**src/rtl/countdown_sequencer.sv**
```systemverilog
// Drives a one-second countdown timer through ROUNDS back-to-back four-second
// countdowns, re-arming it between rounds and reporting progress to game/display logic.
module countdown_sequencer #(
    parameter int RW     = 2,
    parameter int ROUNDS = 3
) (
    input  logic          clk,
    input  logic          rst_n,
    input  logic          start,
    input  logic          abort,
    output logic          countEnable,
    input  logic          countFinish,
    input  logic          flash,
    input  logic [1:0]    countDetail,
    output logic          busy,
    output logic          done,
    output logic          aborted,
    output logic [3:0]    digit,
    output logic          blink,
    output logic [RW-1:0] round
);

    typedef enum logic [2:0] {IDLE, ARM, RUN, GAP, DONE} state_t;

    localparam logic [RW-1:0] LAST_ROUND = RW'(ROUNDS - 1);

    state_t        state, state_nx;
    logic          finish_q;
    logic          fin_evt;
    logic [RW-1:0] round_nx;
    logic          enable_nx, busy_nx, done_nx, aborted_nx;

    // A finish flag that is already high when RUN is entered must not count.
    assign fin_evt = countFinish & ~finish_q;

    always_comb begin
        // NOTE: every output of this block gets a default first so no path can infer a latch.
        state_nx   = state;
        round_nx   = round;
        aborted_nx = 1'b0;

        unique case (state)
            IDLE: begin
                if (start && !abort) begin
                    state_nx = ARM;
                    round_nx = '0;
                end
            end
            ARM:  state_nx = RUN;
            RUN: begin
                if (fin_evt) begin
                    if (round == LAST_ROUND) begin
                        state_nx = DONE;
                    end else begin
                        state_nx = GAP;
                        round_nx = round + 1'b1;
                    end
                end
            end
            GAP:  state_nx = RUN;
            DONE: state_nx = IDLE;
            default: state_nx = IDLE;
        endcase

        // Abort beats a simultaneous finish, so done never fires on an aborted sequence.
        if (abort && (state == ARM || state == RUN || state == GAP)) begin
            state_nx   = IDLE;
            round_nx   = '0;
            aborted_nx = 1'b1;
        end

        enable_nx = (state_nx == RUN);
        busy_nx   = (state_nx == ARM) || (state_nx == RUN) || (state_nx == GAP);
        done_nx   = (state_nx == DONE);
    end

    always_ff @(posedge clk or negedge rst_n) begin
        if (!rst_n) begin
            state       <= IDLE;
            finish_q    <= 1'b0;
            countEnable <= 1'b0;
            busy        <= 1'b0;
            done        <= 1'b0;
            aborted     <= 1'b0;
            round       <= '0;
        end else begin
            // NOTE: state registers use non-blocking assignments so every flop samples pre-edge values.
            state       <= state_nx;
            finish_q    <= countFinish;
            countEnable <= enable_nx;
            busy        <= busy_nx;
            done        <= done_nx;
            aborted     <= aborted_nx;
            round       <= round_nx;
        end
    end

    // Display outputs follow the live timer while running and show a full count during re-arm.
    always_comb begin
        digit = 4'd0;
        blink = 1'b0;
        case (state)
            RUN: begin
                digit = 4'd4 - {2'b00, countDetail};
                blink = flash;
            end
            GAP:     digit = 4'd4;
            default: ;
        endcase
    end

endmodule

```
**config.mk**
```make
export PLATFORM = sky130hd
export DESIGN_NAME = countdown_sequencer
export DESIGN_NICKNAME = d
export VERILOG_FILES = /design/src/rtl/countdown_sequencer.sv
export SDC_FILE = /design/constraint.sdc
export NUM_CORES = 1
export LEC_CHECK = 0
export CORE_AREA = 4 4 41 43
export DETAILED_ROUTE_END_ITERATION = 7
export DIE_AREA = 0 0 45 47
export PLACE_DENSITY = 0.71
export SLEW_MARGIN = 0
export SYNTH_ARGS = -nofsm -noshare
export SYNTH_HDL_FRONTEND = slang
export SYNTH_SLANG_ARGS = --single-unit
export TNS_END_PERCENT = 50
```
**constraint.sdc**
```tcl
create_clock -name clk -period 1.63 [get_ports clk]
set_input_delay 0.326 -clock clk [delete_from_list [all_inputs] [get_ports clk]]
set_output_delay 0.326 -clock clk [all_outputs]
set_load 0.01 [all_outputs]
```
# [Word-level counts from Yosys, hierarchy flattened]
# Cells that the tools add are included.
[word_totals] reg_bits=10 latchBits=0 ram_bits=0 romBits=0 inputBits=8 wordCells=46 memories=0
[classes] addsub=2 n_mul=0 n_div=0 n_lt_le_gt_ge=0 eq_ne=11 shifts=0 mux=13 bitwise_logic=2 n_reduce_logical=11
[ops] cell="$eq A3 B2 Y1 const B" n=4
[ops] cell="$mux W3" n=4
[ops] cell="$pmux W3 S3" n=1
[ops] cell="$mux W2" n=4
[ops] cell="$pmux W4 S2" n=1
[ops] cell="$eq A3 B1 Y1 const B" n=2
[ops] cell="$ne A3 B2 Y1 const B" n=2
[ops] cell="$logic_or A1 B1 Y1" n=4
[ops] cell="$pmux W2 S2" n=1
[ops] cell="$reduce_and A4 Y1" n=1
[ops] cell="$sub A3 B2 Y4 const A" n=1
[ops] cell="$eq A3 B3 Y1 const B" n=1
[ops] cell="$logic_not A3 Y1" n=1
[ops] cell="$ne A3 B3 Y1 const B" n=1
[ops] cell="$reduce_bool A3 Y1" n=1
[ops] cell="$add A2 B1 Y2 const B" n=1
[ops] cell="$eq A2 B2 Y1 const B" n=1
[ops] cell="$logic_and A1 B1 Y1" n=2
[ops] cell="$mux W1" n=2
[ops] cell="$reduce_or A2 Y1" n=1
[ops] cell="$and A1 B1 Y1" n=1
[ops] cell="$logic_not A1 Y1" n=1
[ops] cell="$not A1 Y1" n=1

# [Depth between registers and ports, before layout]
[logic_depth] word_depth=8 depth_mapped=6 mapped_depth_nobuf=6

# [Worst setup path after synthesis]
# OpenSTA, ideal clock, no wires.
[synth_path] path_kind="register to register" start="reg round[0]" end="reg round[0]" t_arrival_ns=1.155 path_slack_ns=0.357 stages_incl_launch_ff=7 n_path_buf=0 period_less_slack_ns=1.273 cell_sequence="dfrtp_1 -> inv_1 -> ha_1 -> inv_1 -> and2_1 -> o21ai_1 -> a21o_1"
[synth_between] elab_chain_cells=5
[synth_lines] element="from (decl)" line_no="20" text="output logic [RW-1:0] round"
[synth_lines] element="from (signal assigned)" line_no="94" text="round <= round_nx;"
[synth_lines] element="$add A2 B1 Y2" line_no="56" text="round_nx = round + 1'b1;"
[synth_lines] element="$mux W2" line_no="52" text="if (round == LAST_ROUND) begin"
[synth_lines] element="$mux W2" line_no="51" text="if (fin_evt) begin"
[synth_lines] element="$pmux W2 S2" line_no="42" text="unique case (state)"
[synth_lines] element="$mux W2" line_no="66" text="if (abort && (state == ARM || state == RUN || state == GAP)) begin"
# Parallel ways exist; a longest one is shown, timed or not. The select of a mux whose other input is x is not followed.
# A chain may end at the register's enable or synchronous reset.

# [Final worst setup path]
[layout_path] start="reg state[2]" end="out blink"
[layout_between] elab_chain_cells=2
[layout_lines] element="from (decl)" line_no="27" text="state_t state, state_nx;"
[layout_lines] element="from (signal assigned)" line_no="88" text="state <= state_nx;"
[layout_lines] element="$eq A3 B2 Y1" line_no="102" text="case (state)"
[layout_lines] element="$mux W1" line_no="102"
[layout_lines] element="to (decl)" line_no="19" text="output logic blink,"
# Every way passes these cells.

==> flow_summary.yaml <==
floorplan:
  io_pins: 19
  coreArea_sq_um: 1301
  start_util_pct: 39.81
  die_h_microns: 47
  fp-row-count: 13
  die_x_microns: 45
  die-area_sq_um: 2115
cts:
  clock-root-buffer: "clkbuf_4"
  post_cts.repair.setup_buffers: 0
  cts_htree_levels: 1
  cts_tree: "done"
  path_clk_slew_ns: 0.06
  clkLatencyLatePin_ns: 0.26
  cts_max_path_buffers: 2
  cts.sinks: 10
  hold_buffers: 0
  cts_made_buffers: 3
routing:
  viasPerCell: 4.740
  drt-wirelength-per-cell_microns: 11.06
  drt_wl_total_microns: 1062
  postRouteAntennaNets: 0
  drt_pass1_iterations: 3
  route.detailed.drc: 0
  first_iter_violations: 1
  dr_total_vias: 455
setup_path:
  required_ns: 1.30
  end_kind: "output port"
  worstPathMaxFanout: 3
  arrival_ns: 1.23
  start_kind: "flip-flop"
  critPathKind: "reg2out"
synthesis:
  synth-seq-cells: 10
  yosys.area_share.simple_pct: 25.36
  synthAdderAreaFrac_pct: 4.831
  syn_inst: 56
  synth_flop_cell: "dfrtp_1"
  synthMuxAreaShare_pct: 1.932
  ys_types: 22
  ys_async_sr_fraction_pct: 100.0
  syn_area_per_cell_sq_um: 9.250
  synth_top_family_by_area: "simple AND/OR/NAND/NOR gates"
  ys.warnings.count: 0
  synth_edf_count: 0
  synth-seq-area-share_pct: 48.31
  syn-cell-area_sq_um: 518.0
  syn-num-nets: 66
  synthXorXnorAreaFrac_pct: 0
  synth_compound_area_share_pct: 9.903
finish:
  area_growth_pct: 47.83
  final_cell_area_sq_um: 765.7
  layout-drive-gt1-share_pct: 24.69
  antennaDiodeCount: 0
  nNetsFinal: 93
timing:
  fmax_mhz: 644.2
  skew_ns: 0.001594
  hold_viol: 0
  fin_tns_setup_ns: 0
  min_period_over_period_pct: 95.24
  worst_slack_ns: 0.07764
  drv_slew: 0
  setup_viol: 0
  rsz0062_at_grt: "false"
  min_period_ns: 1.552
  whs_ns: 0.3762
status:
  outcome: "finished, final reports clean"
grt:
  grt_pass1_wl_microns: 1683
  grt_util_met1_pct: 13.00
  met2_usage_pct: 18.93
  grt_pass1_vias: 442
  antenna_found_initial: 0
  top_usage_layer: "met2"
  use_met3_pct: 2.299
  track_usage_pct: 11.21
  grt.overflow.total: 0
  grt_max_degree: 11
power_and_ir_drop:
  power_density_nw_per_um2: 721.6
  power_leakage_nw: 0.3716
  power_frac_seq_pct: 48.2
  power.total_uw: 552.6
  switchingPower_uw: 144.2
  peakVddDrop_v: 0.0003820
  power_switching_share_pct: 26.09
  pwr-share-comb_pct: 21.2
  p_int_uw: 408.4
  p_clk_share_pct: 30.6
placement:
  dpl.hpwl_microns: 872.8
  portBuffers: 17
  dp_slack_ns: -0.4413
  gp_congestion: 0.7380
  placed_cell_area_sq_um: 743.2
job:
  drv_cap: 0
min_path:
  worstHoldPathType: "in2async"
[path summary, 6_finish.rpt]
check | depth (start not counted) | start | slack [ns] | endpoint
worst max-delay path | 4 | state[2] | 0.08 | blink
worst min-delay path | 1 | rst_n | 0.38 | done
worst max register to register | 6 | round[0] | 0.27 | round[0]
worst min register to register | 1 | round[1] | 0.51 | round[1]
max in group asynchronous | 1 | rst_n | 0.94 | state[1]
min in group clk | 1 | round[1] | 0.51 | round[1]
[cells in the mapped netlist, types with 2 or more instances]
master,number,share of area (%)
nor2b_1,2,2.4
ha_1,2,4.8
nor2_1,8,5.8
dfrtp_1,10,48
and2_1,3,3.6
inv_1,5,3.6
nor3_1,7,6.8
a21o_1,2,2.9
a21oi_1,2,1.9
nand2b_1,2,2.4
nand2_1,2,1.4
[worst max-delay path: stages, from the launching register on]
cell             delay, ns
dfrtp_1               0.38
nand2b_4              0.15
nor2_2                0.09
and2_1                0.13
clkdlybuf4s15_2       0.22
[cell usage in the layout, fill, tap and decap left out]
master,Yosys,final
clkdlybuf4s50_1,0,11
dfrtp_1,10,10
buf_4,1,8
nor2_1,8,7
nor3_1,7,7
inv_1,5,5
and2_1,3,3
clkbuf_4,0,3
nor2b_1,2,2
nand2_1,2,2
a21oi_1,2,2
a21o_1,2,2
ha_1,2,2
dlygate4sd2_1,0,2
clkdlybuf4s15_2,0,2
buf_2,1,2
inv_2,1,1
mux2i_1,1,1
nor3_2,1,1
nand2b_4,0,1
nand3_1,1,1
nor2_2,0,1
a31oi_1,1,1
nand2b_1,2,1
a221oi_2,1,1
o21ai_1,1,1
conb_1,1,1
[through the flow]
step	std cells	utilization [%]
floorplan	56	-
global placement	93	57.12
detailed placement	93	57.12
CTS	96	58.08
global route	96	58.85
finish	96	58.85
[registers in the layout (all words and copies together), names as in the netlist]
| signal | cells |
|---|---|
| state | 3 |
| busy | 1 |
| done | 1 |
| round | 2 |
| finish_q | 1 |
| aborted | 1 |
| countEnable | 1 |
[power by group through the flow]
stage / sequential, mW / clock (mW) / combinational, mW
floorplan: 0.272 / 0 / 0.0561
finish: 0.266 / 0.169 / 0.117
global route: 0.268 / 0.179 / 0.128
detailed placement: 0.270 / 0 / 0.121
CTS: 0.265 / 0.171 / 0.116
global placement: 0.270 / 0 / 0.118
[layout make-up]
class,instances,area [sq um]
multi-input combinational,37,231.5
timing repair buffer,25,220.2
tap,15,18.77
clock buffer,3,22.52
inverter,6,22.52
fill,122,535.5
sequential,10,250.2
[kinds of logic after synthesis]
group                    after synthesis
buffers and inverters                  9
AO/OA/AOI/OAI                          7
adder cells (fa/ha/maj)                2
other                                  1
flip-flops                            10
AND/OR/NAND/NOR                       26
multiplexers                           1
[per-layer routing]
layer | wire length [microns] | up-vias | part of all wire, %
li1 | - | 234 | -
met1 | 480 | 203 | 45
met2 | 500 | 13 | 47
met3 | 58 | 5 | 5.5
met4 | 23 | 0 | 2.2
met5 | 0 | - | 0
[timing repair]
action	in CTS	in global routing
pin swaps	1	0
endpoints found under the setup margin	4	1
gates resized for setup	16	2
Note: power is estimated with default switching activity, not from simulation.
